<file path="src/rtl/alu_div_pkg.sv">
// alu_div_pkg: shared FSM encoding and default sizing for the
// serial divider scheduler (alu_div_scheduler and its helpers).
package alu_div_pkg;

    localparam int DEF_WIDTH   = 16;
    localparam int DEF_TIMEOUT = 64;

    typedef enum logic [2:0] {
        ST_IDLE    = 3'd0,
        ST_SHIFT   = 3'd1,
        ST_WAIT    = 3'd2,
        ST_CAPTURE = 3'd3,
        ST_RESP    = 3'd4
    } state_t;

    // Counter width able to hold 0..n-1 (at least one bit).
    function automatic int cnt_bits(input int n);
        return (n < 2) ? 1 : $clog2(n);
    endfunction

endpackage

</file>
<file path="src/rtl/alu_div_scheduler_if.sv">
// alu_div_scheduler_if: requester, serial divider and response signals.
// master = scheduler side, slave = requesters / divider / consumer side.
interface alu_div_scheduler_if #(
    parameter int WIDTH = alu_div_pkg::DEF_WIDTH
);
    logic             req0_valid;
    logic             req1_valid;
    logic [WIDTH-1:0] req0_a;
    logic [WIDTH-1:0] req0_b;
    logic [WIDTH-1:0] req1_a;
    logic [WIDTH-1:0] req1_b;
    logic             req0_ready;
    logic             req1_ready;
    logic             alu_a;
    logic             alu_b;
    logic             alu_tvalid;
    logic             alu_tready;
    logic             alu_out;
    logic             rsp_valid;
    logic             rsp_ready;
    logic [WIDTH-1:0] rsp_data;
    logic             rsp_id;
    logic             rsp_err;
    logic             busy;

    modport master (
        input  req0_valid, req1_valid,
        input  req0_a, req0_b, req1_a, req1_b,
        input  alu_tready, alu_out, rsp_ready,
        output req0_ready, req1_ready,
        output alu_a, alu_b, alu_tvalid,
        output rsp_valid, rsp_data, rsp_id, rsp_err,
        output busy
    );

    modport slave (
        output req0_valid, req1_valid,
        output req0_a, req0_b, req1_a, req1_b,
        output alu_tready, alu_out, rsp_ready,
        input  req0_ready, req1_ready,
        input  alu_a, alu_b, alu_tvalid,
        input  rsp_valid, rsp_data, rsp_id, rsp_err,
        input  busy
    );

endinterface

</file>
<file path="src/rtl/alu_div_scheduler_rr_arbiter2.sv">
// rr_arbiter2: two-way round-robin arbiter, last-grant resets to 1.
// Ports: clk, rst_n, req_i[1:0], en_i (grant taken), gnt_o[1:0] one-hot.
module rr_arbiter2 (
    input  logic       clk,
    input  logic       rst_n,
    input  logic [1:0] req_i,
    input  logic       en_i,
    output logic [1:0] gnt_o
);

    logic last_q;
    logic last_d;

    always_comb begin
        gnt_o = 2'b00;
        unique case (req_i)
            2'b01:   gnt_o = 2'b01;
            2'b10:   gnt_o = 2'b10;
            // Contention: favour whoever was not served last.
            2'b11:   gnt_o = last_q ? 2'b01 : 2'b10;
            default: gnt_o = 2'b00;
        endcase
    end

    always_comb begin
        last_d = last_q;
        if (en_i && (gnt_o != 2'b00)) begin
            last_d = gnt_o[1];
        end
    end

    always_ff @(posedge clk or negedge rst_n) begin
        if (!rst_n) begin
            last_q <= 1'b1;
        end else begin
            last_q <= last_d;
        end
    end

endmodule

</file>
<file path="src/rtl/alu_div_scheduler.sv">
// alu_div_scheduler: arbitrates two operand requesters onto a bit-serial
// divider and returns its result. Ports: clk, res (async, low), bus.master.
module alu_div_scheduler
    import alu_div_pkg::*;
#(
    parameter int WIDTH   = DEF_WIDTH,
    parameter int TIMEOUT = DEF_TIMEOUT
) (
    input logic                 clk,
    input logic                 res,
    alu_div_scheduler_if.master bus
);

    localparam int BCW = cnt_bits(WIDTH);
    localparam int TCW = cnt_bits(TIMEOUT);
    localparam logic [BCW-1:0] BIT_LAST  = BCW'(WIDTH - 1);
    localparam logic [TCW-1:0] WAIT_LAST = TCW'(TIMEOUT - 1);

    state_t           state_q, state_d;
    logic [WIDTH-1:0] a_q, a_d;
    logic [WIDTH-1:0] b_q, b_d;
    logic [WIDTH-1:0] data_q, data_d;
    logic             id_q, id_d;
    logic             err_q, err_d;
    logic [BCW-1:0]   bit_q, bit_d;
    logic [TCW-1:0]   wait_q, wait_d;

    logic [1:0] req_vec;
    logic [1:0] gnt;
    logic       accept;
    logic       in_shift;

    assign req_vec = {bus.req1_valid, bus.req0_valid};

    // Ready is combinational so the pulse lands in the grant cycle;
    // gating with res keeps it low while reset is asserted.
    assign accept = (state_q == ST_IDLE) && res && (|req_vec);

    rr_arbiter2 u_arb (
        .clk   (clk),
        .rst_n (res),
        .req_i (req_vec),
        .en_i  (accept),
        .gnt_o (gnt)
    );

    assign in_shift = (state_q == ST_SHIFT);

    assign bus.req0_ready = accept & gnt[0];
    assign bus.req1_ready = accept & gnt[1];
    assign bus.alu_tvalid = in_shift;
    assign bus.alu_a      = in_shift & a_q[WIDTH-1];
    assign bus.alu_b      = in_shift & b_q[WIDTH-1];
    assign bus.rsp_valid  = (state_q == ST_RESP);
    assign bus.rsp_data   = data_q;
    assign bus.rsp_id     = id_q;
    assign bus.rsp_err    = err_q;
    assign bus.busy       = (state_q != ST_IDLE);

    always_comb begin
        state_d = state_q;
        a_d     = a_q;
        b_d     = b_q;
        data_d  = data_q;
        id_d    = id_q;
        err_d   = err_q;
        bit_d   = bit_q;
        wait_d  = wait_q;
        unique case (state_q)
            ST_IDLE: begin
                if (accept) begin
                    a_d     = gnt[1] ? bus.req1_a : bus.req0_a;
                    b_d     = gnt[1] ? bus.req1_b : bus.req0_b;
                    id_d    = gnt[1];
                    data_d  = '0;
                    err_d   = 1'b0;
                    bit_d   = '0;
                    wait_d  = '0;
                    state_d = ST_SHIFT;
                end
            end
            ST_SHIFT: begin
                // Operands shift left so the MSB is always on the wire.
                a_d   = {a_q[WIDTH-2:0], 1'b0};
                b_d   = {b_q[WIDTH-2:0], 1'b0};
                bit_d = bit_q + 1'b1;
                if (bit_q == BIT_LAST) begin
                    bit_d   = '0;
                    wait_d  = '0;
                    state_d = ST_WAIT;
                end
            end
            ST_WAIT: begin
                if (bus.alu_tready) begin
                    // This cycle already carries the first result bit.
                    data_d  = {data_q[WIDTH-2:0], bus.alu_out};
                    bit_d   = BCW'(1);
                    state_d = ST_CAPTURE;
                end else if (wait_q == WAIT_LAST) begin
                    data_d  = '0;
                    err_d   = 1'b1;
                    state_d = ST_RESP;
                end else begin
                    wait_d = wait_q + 1'b1;
                end
            end
            ST_CAPTURE: begin
                // alu_tready is deliberately ignored here.
                data_d = {data_q[WIDTH-2:0], bus.alu_out};
                bit_d  = bit_q + 1'b1;
                if (bit_q == BIT_LAST) begin
                    bit_d   = '0;
                    err_d   = 1'b0;
                    state_d = ST_RESP;
                end
            end
            ST_RESP: begin
                if (bus.rsp_ready) begin
                    state_d = ST_IDLE;
                end
            end
            default: begin
                state_d = ST_IDLE;
            end
        endcase
    end

    always_ff @(posedge clk or negedge res) begin
        if (!res) begin
            state_q <= ST_IDLE;
            a_q     <= '0;
            b_q     <= '0;
            data_q  <= '0;
            id_q    <= 1'b0;
            err_q   <= 1'b0;
            bit_q   <= '0;
            wait_q  <= '0;
        end else begin
            state_q <= state_d;
            a_q     <= a_d;
            b_q     <= b_d;
            data_q  <= data_d;
            id_q    <= id_d;
            err_q   <= err_d;
            bit_q   <= bit_d;
            wait_q  <= wait_d;
        end
    end

endmodule

</file>
<file path="src/flat_wrapper.sv">
// flat-port wrapper written by rule: the top's interface ports become plain ports
module alu_div_scheduler_flat import alu_div_pkg::*;
#(
    parameter int WIDTH   = DEF_WIDTH,
    parameter int TIMEOUT = DEF_TIMEOUT
)
  (clk, res, bus_req0_valid, bus_req1_valid, bus_req0_a, bus_req0_b, bus_req1_a, bus_req1_b, bus_alu_tready, bus_alu_out, bus_rsp_ready, bus_req0_ready, bus_req1_ready, bus_alu_a, bus_alu_b, bus_alu_tvalid, bus_rsp_valid, bus_rsp_data, bus_rsp_id, bus_rsp_err, bus_busy);
  alu_div_scheduler_if #(.WIDTH(WIDTH)) bus_i ();
  input logic clk;
  input logic res;
  input wire logic [$bits(bus_i.req0_valid)-1:0] bus_req0_valid;
  input wire logic [$bits(bus_i.req1_valid)-1:0] bus_req1_valid;
  input wire logic [$bits(bus_i.req0_a)-1:0] bus_req0_a;
  input wire logic [$bits(bus_i.req0_b)-1:0] bus_req0_b;
  input wire logic [$bits(bus_i.req1_a)-1:0] bus_req1_a;
  input wire logic [$bits(bus_i.req1_b)-1:0] bus_req1_b;
  input wire logic [$bits(bus_i.alu_tready)-1:0] bus_alu_tready;
  input wire logic [$bits(bus_i.alu_out)-1:0] bus_alu_out;
  input wire logic [$bits(bus_i.rsp_ready)-1:0] bus_rsp_ready;
  output wire logic [$bits(bus_i.req0_ready)-1:0] bus_req0_ready;
  output wire logic [$bits(bus_i.req1_ready)-1:0] bus_req1_ready;
  output wire logic [$bits(bus_i.alu_a)-1:0] bus_alu_a;
  output wire logic [$bits(bus_i.alu_b)-1:0] bus_alu_b;
  output wire logic [$bits(bus_i.alu_tvalid)-1:0] bus_alu_tvalid;
  output wire logic [$bits(bus_i.rsp_valid)-1:0] bus_rsp_valid;
  output wire logic [$bits(bus_i.rsp_data)-1:0] bus_rsp_data;
  output wire logic [$bits(bus_i.rsp_id)-1:0] bus_rsp_id;
  output wire logic [$bits(bus_i.rsp_err)-1:0] bus_rsp_err;
  output wire logic [$bits(bus_i.busy)-1:0] bus_busy;
  assign bus_i.req0_valid = bus_req0_valid;
  assign bus_i.req1_valid = bus_req1_valid;
  assign bus_i.req0_a = bus_req0_a;
  assign bus_i.req0_b = bus_req0_b;
  assign bus_i.req1_a = bus_req1_a;
  assign bus_i.req1_b = bus_req1_b;
  assign bus_i.alu_tready = bus_alu_tready;
  assign bus_i.alu_out = bus_alu_out;
  assign bus_i.rsp_ready = bus_rsp_ready;
  assign bus_req0_ready = bus_i.req0_ready;
  assign bus_req1_ready = bus_i.req1_ready;
  assign bus_alu_a = bus_i.alu_a;
  assign bus_alu_b = bus_i.alu_b;
  assign bus_alu_tvalid = bus_i.alu_tvalid;
  assign bus_rsp_valid = bus_i.rsp_valid;
  assign bus_rsp_data = bus_i.rsp_data;
  assign bus_rsp_id = bus_i.rsp_id;
  assign bus_rsp_err = bus_i.rsp_err;
  assign bus_busy = bus_i.busy;
  alu_div_scheduler #(.WIDTH(WIDTH), .TIMEOUT(TIMEOUT)) u_core (.clk(clk), .res(res), .bus(bus_i));
endmodule
</file>
<file path="config.mk">
export PLATFORM = sky130hd
export DESIGN_NAME = alu_div_scheduler_flat
export DESIGN_NICKNAME = d
export VERILOG_FILES = /design/src/rtl/alu_div_pkg.sv /design/src/rtl/alu_div_scheduler_if.sv /design/src/rtl/alu_div_scheduler_rr_arbiter2.sv /design/src/rtl/alu_div_scheduler.sv /design/src/flat_wrapper.sv
export SDC_FILE = /design/constraint.sdc
export NUM_CORES = 1
export LEC_CHECK = 0
export BUFFER_PORTS_ARGS = -buffer_cell sky130_fd_sc_hd__buf_2
export CAP_MARGIN = 20
export CORE_UTILIZATION = 50
export DETAILED_ROUTE_END_ITERATION = 6
export PLACE_DENSITY = 0.78
export SYNTH_ARGS = -nofsm -noshare
export SYNTH_HDL_FRONTEND = slang
export SYNTH_SLANG_ARGS = --single-unit
</file>
<file path="constraint.sdc">
create_clock -name clk -period 2.8 [get_ports clk]
set_input_delay 0.56 -clock clk [delete_from_list [all_inputs] [get_ports clk]]
set_output_delay 0.56 -clock clk [all_outputs]
set_load 0.02 [all_outputs]
</file>
==> flow_metrics.tcl, run 1 <==
set metrics [dict create \
    rsz0062_at_grt "false" \
    synth_top_family_by_area "compound AO/OA/AOI/OAI gates" \
    cts_root_buf "clkbuf_8" \
    cpPeakStageDelay_ns 0.61 \
    p_seq_frac 0.366 \
    synth_top_area_share 0.497 \
    io_pins 96 \
    startpoint_type "flip-flop" \
    vias 2795 \
    core-area_mm2 0.00603 \
    n_antenna_cell 0 \
    combPwrFrac 0.397 \
    place_hpwl_um 5090 \
    yosysSeqAreaShare 0.505 \
    cts_tree "built" \
    slew_viol_final 0 \
    synth_seq_cells 64 \
    timing.rr.end "u_core.a_q[13]" \
    synth_edf_count 0 \
    hp-class "input pin to async pin" \
    ctsResizeCount 0 \
    clk_path_buf_depth 2 \
    pwr-share-clk 0.237 \
    regArea_mm2 0.00160 \
    clk_pin_slew_ns 0.07 \
    synth_nets 392 \
    synthTopCellsByCount "nand2_1 (71), dfrtp_1 (63), a21oi_1 (33)" \
    async_reset_ff_frac 1.00 \
    required_ns 2.24 \
    start_util 0.527 \
    min_period_ns 2.55 \
    io_buffers 95 \
    slowest_stage "or3b_2" \
    maxCapViolCount 0 \
    critPathKind "flip-flop to output pin" \
    hold_viol 0 \
    r2r_slack_ns 0.63 \
    post-route-period-util 0.911 \
    clock_skew_ns 0.00890 \
    setup_viol 0 \
    cts_setup_buffers 0 \
    drt-initial-drc-count 116 \
    pwr_density_cell_mw_per_mm2 1070 \
    drive_gt1_frac 0.316 \
    avgViaCountPerCell 5.70 \
    die_h_um 81.7 \
    antenna_found_initial 0 \
    postRouteWirelength_um 7340 \
    synth_area_leaders "dfrtp_1 (50%), a221o_1 (9.8%), nand2_1 (8.4%)" \
    route.detailed.drc 0 \
    synthFlopType "dfrtp_1" \
    r2r_cells 6 \
    ant_nets 0 \
    p_int_mw 2.59 \
    areaGrowthSynthToFinish_pct 23.5 \
    p_sw_frac 0.384 \
    insertion_delay_ns 0.34 \
    yosys.area_share.simple 0.149 \
    cts.sinks 64 \
    grt_max_degree 65 \
    status "finished, final reports clean" \
    grt_overflow 0 \
    avgSynthCellArea_um2 9.95 \
    final_nets 483 \
    holdBufCountCts 0 \
    max-vdd-ir-drop_mv 0.532 \
    wl_met1_um 3250 \
    path_max_fanout 16 \
    critPathBufInv 2 \
    numCtsBuffers 9 \
    tns_ns 0 \
    cp.arrival_ns 1.99 \
    max-slew-margin-rel 0.329 \
    nFillCells 494 \
    p_leak_nw 1.98 \
    die_area_mm2 0.00667 \
    muxShareOfSynthArea 0.0126 \
    synthCells 319 \
    synth_cell_types 42 \
    synth-xor-area-share 0 \
    globalplace.congestion 0.859 \
    hold_slack_ns 0.400 \
    cp-end-kind "output pin" \
    grt_pass1_vias 2507 \
    multi_input_area_mm2 0.00142 \
    drt-wirelength-per-cell_um 15.0 \
    wl_met2_um 3570 \
    r2r_start "u_core.state_q[1]" \
    grt_util_all_layers 0.228 \
    dr.pass1.iters 4 \
    worstPathCellList "or3b_2, clkinv_1, and2_1, buf_2" \
    grt_pass1_wl_um 11400 \
    synth_fa_ha_area_frac 0.00788 \
    worst_pin_slew_ns 1.00 \
    switchingPower_mw 1.61 \
    cts.htree.levels 3 \
    top_layer "met4" \
    synth_compound_area_frac 0.275 \
    synth_top_cell_by_area "dfrtp_1" \
    placementRows 28 \
    cp_top_family "simple AND/OR/NAND/NOR gates" \
    timing.fmax_ghz 0.392 \
    ys.warnings.count 0 \
    die_x_um 81.7 \
    syn_area_mm2 0.00317 \
    yosysMostFrequentCell "nand2_1" \
    wl_met3_um 386 \
]
flip-flops by register name, indices dropped and copies added (netlist names):
name,flops
u_core.a_q,16
u_core.b_q,16
u_core.bus.rsp_data,16
u_core.wait_q,6
u_core.bit_q,4
u_core.state_q,3
u_core.bus.rsp_err,1
u_core.bus.rsp_id,1
u_core.u_arb.last_q,1
through the flow:
stage	cells	utilization	worst slack (ns)	cell area (um^2)	total power, mW
2_1_floorplan	319	-	0.525	3170	2.85
3_5_place_dp	474	0.609	0.552	3670	3.21
3_3_place_gp	474	0.609	0.619	3670	3.16
4_1_cts	490	0.651	0.240	3920	4.22
6_report	490	0.651	0.250	3920	4.20
5_1_grt	490	0.651	0.164	3920	4.48
worst reg2reg max path, delay by kind of cell, from the launching register on:
family	cells	cell delay, ns
and+or+nand+nor	3	0.86
DFF	1	0.58
AOI/OAI and AO/OA	1	0.33
buffers and inverters	2	0.28
routing by layer:
metal,up-vias,GRT usage
met5,-,0
met4,0,0.0982
met3,12,0.0456
met2,86,0.360
met1,1341,0.306
li1,1356,-
worst max path at each step:
| stage | start | end | slack [ns] | cells after the start |
|---|---|---|---|---|
| floorplan | u_core.state_q[2] | bus_req0_ready | 0.53 | 8 |
| detailed placement | bus_req0_valid | u_core.b_q[1] | 0.55 | 8 |
| global placement | bus_req0_valid | u_core.a_q[9] | 0.62 | 8 |
| finish | u_core.state_q[1] | bus_alu_b | 0.25 | 4 |
| global route | u_core.state_q[0] | bus_alu_b | 0.16 | 4 |
| CTS | u_core.state_q[1] | bus_alu_b | 0.24 | 4 |
power by group through the flow:
stage          Clock (mW)  Combinational, mW  Sequential (mW)
2_1_floorplan           0               1.35             1.50
3_3_place_gp            0               1.62             1.54
3_5_place_dp            0               1.67             1.54
4_1_cts              1.01               1.67             1.53
5_1_grt              1.05               1.84             1.58
6_report            0.995               1.67             1.54
placed cells by master, fill, tap and decap left out, drive strengths merged, types with 3 or more instances in the layout:
| master | count |
|---|---|
| nor2 | 13 |
| nand2 | 71 |
| mux2i | 4 |
| and2 | 4 |
| a22o | 18 |
| buf | 103 |
| bufinv | 3 |
| clkbuf | 10 |
| a221o | 31 |
| a31oi | 5 |
| nand3 | 5 |
| o21ai | 13 |
| a21oi | 33 |
| inv | 6 |
| nand2b | 3 |
| dfrtp | 63 |
| a21o | 3 |
cell type report:
cell class | instances | share of cell area
sequential | 64 | 0.409
clock inverter | 6 | 0.0290
clock buffer | 10 | 0.0351
timing repair buffer | 103 | 0.137
tap | 75 | 0.0239
inverter | 6 | 0.00574
multi-input combinational | 226 | 0.361
logic make-up after synthesis:
kind of cell / after synthesis
flip-flops: 64
AND/OR/NAND/NOR: 106
multiplexers: 4
AO/OA/AOI/OAI: 114
adder cells (fa/ha/maj): 2
buffers and inverters: 29
No activity file was read; power rests on OpenSTA's default activity.
==> inputs of run 2 (changes only) <==
--- a/config.mk
+++ b/config.mk
@@ -9,7 +9,9 @@
 export CAP_MARGIN = 20
 export CORE_UTILIZATION = 50
 export DETAILED_ROUTE_END_ITERATION = 6
+export MAX_ROUTING_LAYER = met4
 export PLACE_DENSITY = 0.78
+export SLEW_MARGIN = 40
 export SYNTH_ARGS = -nofsm -noshare
 export SYNTH_HDL_FRONTEND = slang
 export SYNTH_SLANG_ARGS = --single-unit
==> run 2 against run 1 <==
Compared with the run above: count of clock-buffer cells in the layout up 1; sequential share of layout area up 0.41 points; hold slack worse by 0.077 ns; setup slack better by 0.039 ns; critical path type unchanged; combinational power about the same; sequential power about the same; routed wire length down 0.25%.
==> flow_metrics.tcl, run 2 (same netlist as run 1, synthesis figures left out) <==
set metrics [dict create \
    status "finished, final reports clean" \
    ctsResizeCount 0 \
    grt_pass1_vias 2534 \
    maxCapViolCount 0 \
    postLayoutCellArea_mm2 0.00388 \
    drive_gt1_frac 0.318 \
    areaGrowthSynthToFinish_pct 22.3 \
    tns_ns 0 \
    hold_viol 0 \
    cp.arrival_ns 1.95 \
    cts.sinks 64 \
    clock_skew_ns 0.00739 \
    clk_path_buf_depth 2 \
    die_area_mm2 0.00667 \
    grt_max_degree 65 \
    final_cell_mix "buf_2 (95), nand2_1 (71), dfrtp_1 (63), a21oi_1 (33), a221o_1 (31)" \
    cp-end-kind "output pin" \
    placed_cell_area_mm2 0.00367 \
    io_buffers 95 \
    max-vdd-ir-drop_mv 0.548 \
    dr.pass1.iters 4 \
    n_antenna_cell 0 \
    antenna_found_initial 0 \
    hold_slack_ns 0.323 \
    worst_slack_ns 0.288 \
    place_ws_ns 0.582 \
    hp-class "input pin to async pin" \
    route.detailed.drc 0 \
    required_ns 2.24 \
    place_hpwl_um 5160 \
    cts.htree.levels 3 \
    start_util 0.527 \
    critPathKind "flip-flop to output pin" \
    clk_pin_slew_ns 0.07 \
    final_nets 483 \
    io_pins 96 \
    worst_pin_slew_ns 0.715 \
    pwr_density_cell_mw_per_mm2 1030 \
    insertion_delay_ns 0.33 \
    placementRows 28 \
    rsz0062_at_grt "false" \
    grt_pass1_wl_um 11600 \
    die_h_um 81.7 \
    post-route-period-util 0.897 \
    setup_viol 0 \
    cts_tree "built" \
    avgViaCountPerCell 5.73 \
    globalplace.congestion 0.880 \
    max-slew-margin-rel 0.523 \
    holdBufCountCts 0 \
    cts_setup_buffers 0 \
    ant_nets 0 \
    p_leak_nw 1.96 \
    startpoint_type "flip-flop" \
    slew_viol_final 0 \
    die_x_um 81.7 \
    final_common_cell "buf_2" \
    drt-initial-drc-count 185 \
    core-area_mm2 0.00603 \
    p_total_mw 4.02 \
    vias 2809 \
    timing.fmax_ghz 0.398 \
    min_period_ns 2.51 \
    drt-wirelength-per-cell_um 14.9 \
    grt_overflow 0 \
    cts_root_buf "clkbuf_8" \
    grt_util_all_layers 0.237 \
    path_max_fanout 16 \
    numCtsBuffers 9 \
    postRouteWirelength_um 7320 \
]
==> run 2: per-layer routing <==
| metal | global-route usage | wire [um] |
|---|---|---|
| met2 | 0.354 | 3600 |
| met1 | 0.312 | 3220 |
| met4 | 0.0982 | 80 |
| met3 | 0.0544 | 412 |
| met5 | - | 0 |
==> run 2: area by class of cell <==
| class | instances | area, um^2 |
|---|---|---|
| clock buffers | 11 | 151 |
| clock inverters | 5 | 55.1 |
| fillers | 514 | 2140 |
| inverters | 6 | 22.5 |
| multi-input cells | 226 | 1420 |
| flip-flops and latches | 64 | 1600 |
| well taps | 75 | 93.8 |
| repair buffers | 103 | 539 |
==> run 2: path summary, 6_finish.rpt <==
kind / startpoint / to / slack (ns) / cells past startpoint
worst max register to register: u_core.state_q[1] / u_core.b_q[2] / 0.63 / 6
worst min-delay path: res / u_core.wait_q[1] / 0.32 / 2
min in group clk: bus_alu_out / u_core.bus.rsp_data[0] / 0.47 / 2
worst max-delay path: u_core.state_q[1] / bus_alu_b / 0.29 / 4
worst min register to register: u_core.bus.rsp_id / u_core.bus.rsp_id / 0.49 / 1
max in group asynchronous: res / u_core.a_q[7] / 2.08 / 2
==> run 2: through the flow <==
stage / util / std cells
final: 0.644 / 490
after global routing: 0.644 / 490
after CTS: 0.644 / 490
after detailed placement: 0.609 / 474
after global placement: 0.609 / 474
after floorplan: - / 319
==> run 2: critical path, stage by stage, from the launching register on <==
cell      delay (ns)
dfrtp_1         0.59
or3b_2          0.61
clkinv_1        0.13
and2_1          0.13
buf_2           0.16
==> run 2: power by group <==
part | total, mW | switching [mW] | internal, mW
combinational | 1.67 | 0.951 | 0.719
clock | 0.799 | 0.343 | 0.456
sequential | 1.55 | 0.294 | 1.25
==> inputs of run 3 (changes only) <==
--- a/config.mk
+++ b/config.mk
@@ -9,9 +9,12 @@
 export CAP_MARGIN = 20
 export CORE_UTILIZATION = 50
 export DETAILED_ROUTE_END_ITERATION = 6
+export GPL_ROUTABILITY_DRIVEN = 0
 export MAX_ROUTING_LAYER = met4
-export PLACE_DENSITY = 0.78
+export PLACE_DENSITY = 0.77
+export REMOVE_ABC_BUFFERS = 1
 export SLEW_MARGIN = 40
 export SYNTH_ARGS = -nofsm -noshare
 export SYNTH_HDL_FRONTEND = slang
+export SYNTH_HIERARCHICAL = 1
 export SYNTH_SLANG_ARGS = --single-unit
==> run 3 against run 2 <==
Compared with the run above: the flow now finishes with violations (DRC); via count fell by 7.5%; largest power group unchanged; largest cell class is now multi-input combinational cells; utilization fell by 0.34 points; register-to-register slack improved by 0.09 ns; sequential power fell by 4%; highest routed layer unchanged; maximum frequency rose by 6.0%.
==> flow_metrics.tcl, run 3 <==
set metrics [dict create \
    cts.htree.levels 3 \
    status "finished with violations" \
    max-vdd-ir-drop_mv 0.640 \
    postRouteWirelength_um 6800 \
    grt_max_degree 65 \
    avgSynthCellArea_um2 11.1 \
    grt_overflow 0 \
    ys.warnings.count 6 \
    p_total_mw 3.92 \
    cts_setup_buffers 0 \
    met2_usage 0.322 \
    async_reset_ff_frac 1.00 \
    synth_edf_count 0 \
    startpoint_type "flip-flop" \
    vias 2599 \
    dpl.cell_count 469 \
    insertion_delay_ns 0.34 \
    maxCapViolCount 0 \
    die_x_um 84.9 \
    antenna_found_initial 0 \
    post-route-period-util 0.847 \
    clock_skew_ns 0.00666 \
    required_ns 2.24 \
    rsz0062_at_grt "false" \
    synth_top_cell_by_area "dfrtp_1" \
    final_nets 476 \
    syn_area_mm2 0.00344 \
    cts.sinks 64 \
    cts_root_buf "clkbuf_8" \
    final_cell_mix "buf_2 (95), dfrtp_1 (63), nand2_1 (38), o21ai_1 (34), mux2i_1 (33)" \
    ant_nets 0 \
    io_pins 96 \
    grt_pass1_vias 2483 \
    max-slew-margin-rel 0.585 \
    cp-end-kind "output pin" \
    slew_viol_final 0 \
    clk_pin_slew_ns 0.07 \
    yosysSeqAreaShare 0.466 \
    synth_area_leaders "dfrtp_1 (46%), mux2_2 (10%), mux2i_1 (9.6%)" \
    synth_seq_cells 64 \
    synth_cell_types 53 \
    die_h_um 84.9 \
    ctsResizeCount 0 \
    p_leak_nw 1.95 \
    avgViaCountPerCell 5.36 \
    synth_top_area_share 0.459 \
    setup_viol 0 \
    place_hpwl_um 4740 \
    met3_usage 0.0350 \
    stdcell_count 485 \
    hp-class "input pin to async pin" \
    areaGrowthSynthToFinish_pct 21.1 \
    synthFlopType "dfrtp_1" \
    core-area_mm2 0.00649 \
    violations "DRC" \
    n_antenna_cell 0 \
    drt-wirelength-per-cell_um 14.0 \
    cts_tree "built" \
    io_buffers 95 \
    placementRows 29 \
    drive_gt1_frac 0.395 \
    critPathKind "flip-flop to output pin" \
    worst_pin_slew_ns 0.622 \
    drt-initial-drc-count 169 \
    pwr_density_cell_mw_per_mm2 942 \
    route.detailed.drc 11 \
    path_max_fanout 12 \
    cp.arrival_ns 1.81 \
    clk_path_buf_depth 2 \
    grt_pass1_wl_um 11200 \
    grt_use_met1 0.260 \
    post-route-util 0.641 \
    start_util 0.529 \
    final_common_cell "buf_2" \
    numCtsBuffers 9 \
    synthCells 311 \
    hold_viol 0 \
    holdBufCountCts 0 \
    nFillCells 514 \
    dr.pass1.iters 6 \
    yosysMostFrequentCell "dfrtp_1" \
    min_period_ns 2.37 \
    grt_util_all_layers 0.204 \
    timing.fmax_ghz 0.422 \
    synthTopCellsByCount "dfrtp_1 (63), nand2_1 (38), o21ai_1 (34)" \
    die_area_mm2 0.00721 \
    grt_busiest_layer "met2" \
]
-- run 3: cell types whose count changed in the layout (fill, tap and decap cells not counted), sizes merged, moves of 4 or more --
cell,previous run,this run
nor2,13,5
o21ai,13,38
nand2,71,38
mux2i,4,33
a221o,31,0
nand2b,3,7
a21oi,33,4
mux2,0,34
-- run 3: path summary, 6_finish.rpt --
check	slack, ns	start	depth (start not counted)	endpoint
setup / recovery	0.43	u_core/state_q[2]	5	bus_req0_ready
hold / removal	0.30	res	2	u_core/a_q[10]
setup reg to reg	0.72	u_core/state_q[0]	4	u_core/a_q[0]
hold reg to reg	0.49	u_core/b_q[14]	2	u_core/b_q[15]
max in group asynchronous	2.07	res	2	u_core/state_q[1]
min in group clk	0.44	bus_req0_valid	2	u_core/u_arb/last_q
-- run 3: area by class of cell --
| cell class | instances | area (um^2) | share of cell area |
|---|---|---|---|
| clock buffers | 9 | 124 | 0.0298 |
| inverters | 3 | 11.3 | 0.00271 |
| clock inverters | 7 | 96.3 | 0.0231 |
| flip-flops and latches | 64 | 1600 | 0.385 |
| multi-input cells | 224 | 1710 | 0.410 |
| well taps | 77 | 96.3 | 0.0231 |
| repair buffers | 101 | 524 | 0.126 |
-- run 3: power by group --
group,switching [mW],internal (mW)
logic,0.889,0.672
registers,0.253,1.24
clock network,0.368,0.502
total,1.51,2.41
-- run 3: cell families (layout without fill, tap and decap cells) --
kind of cell | count (synthesis) | count (layout) | synth area share
flip-flops | 64 | 64 | 0.466
AND/OR/NAND/NOR | 74 | 74 | 0.119
adder cells (fa/ha/maj) | 2 | 2 | 0.00728
XOR/XNOR | 1 | 1 | 0.00255
buffers and inverters | 23 | 120 | 0.0419
multiplexers | 67 | 67 | 0.207
AO/OA/AOI/OAI | 80 | 80 | 0.155
-- run 3: worst max-delay path, cell delays in order (launching register included) --
cell	delay (ns)
dfrtp_1	0.57
nor3_2	0.36
inv_2	0.09
nor2_4	0.15
and2_1	0.15
buf_2	0.16
-- run 3: through the flow --
step / setup slack [ns] / area (um^2) / hold WS (ns) / setup TNS [ns]
2_1_floorplan: -1.25 / 3300 / 0.264 / -43.23
3_3_place_gp: 0.724 / 3940 / 0.465 / 0
3_5_place_dp: 0.674 / 3940 / 0.471 / 0
4_1_cts: 0.409 / 4160 / 0.416 / 0
5_1_grt: 0.309 / 4160 / 0.369 / 0
6_report: 0.430 / 4160 / 0.298 / 0
-- run 3: metal layers --
metal | vias up | wire [um]
li1 | 1310 | -
met1 | 1209 | 3240
met2 | 76 | 3220
met3 | 4 | 308
met4 | 0 | 36
met5 | - | 0
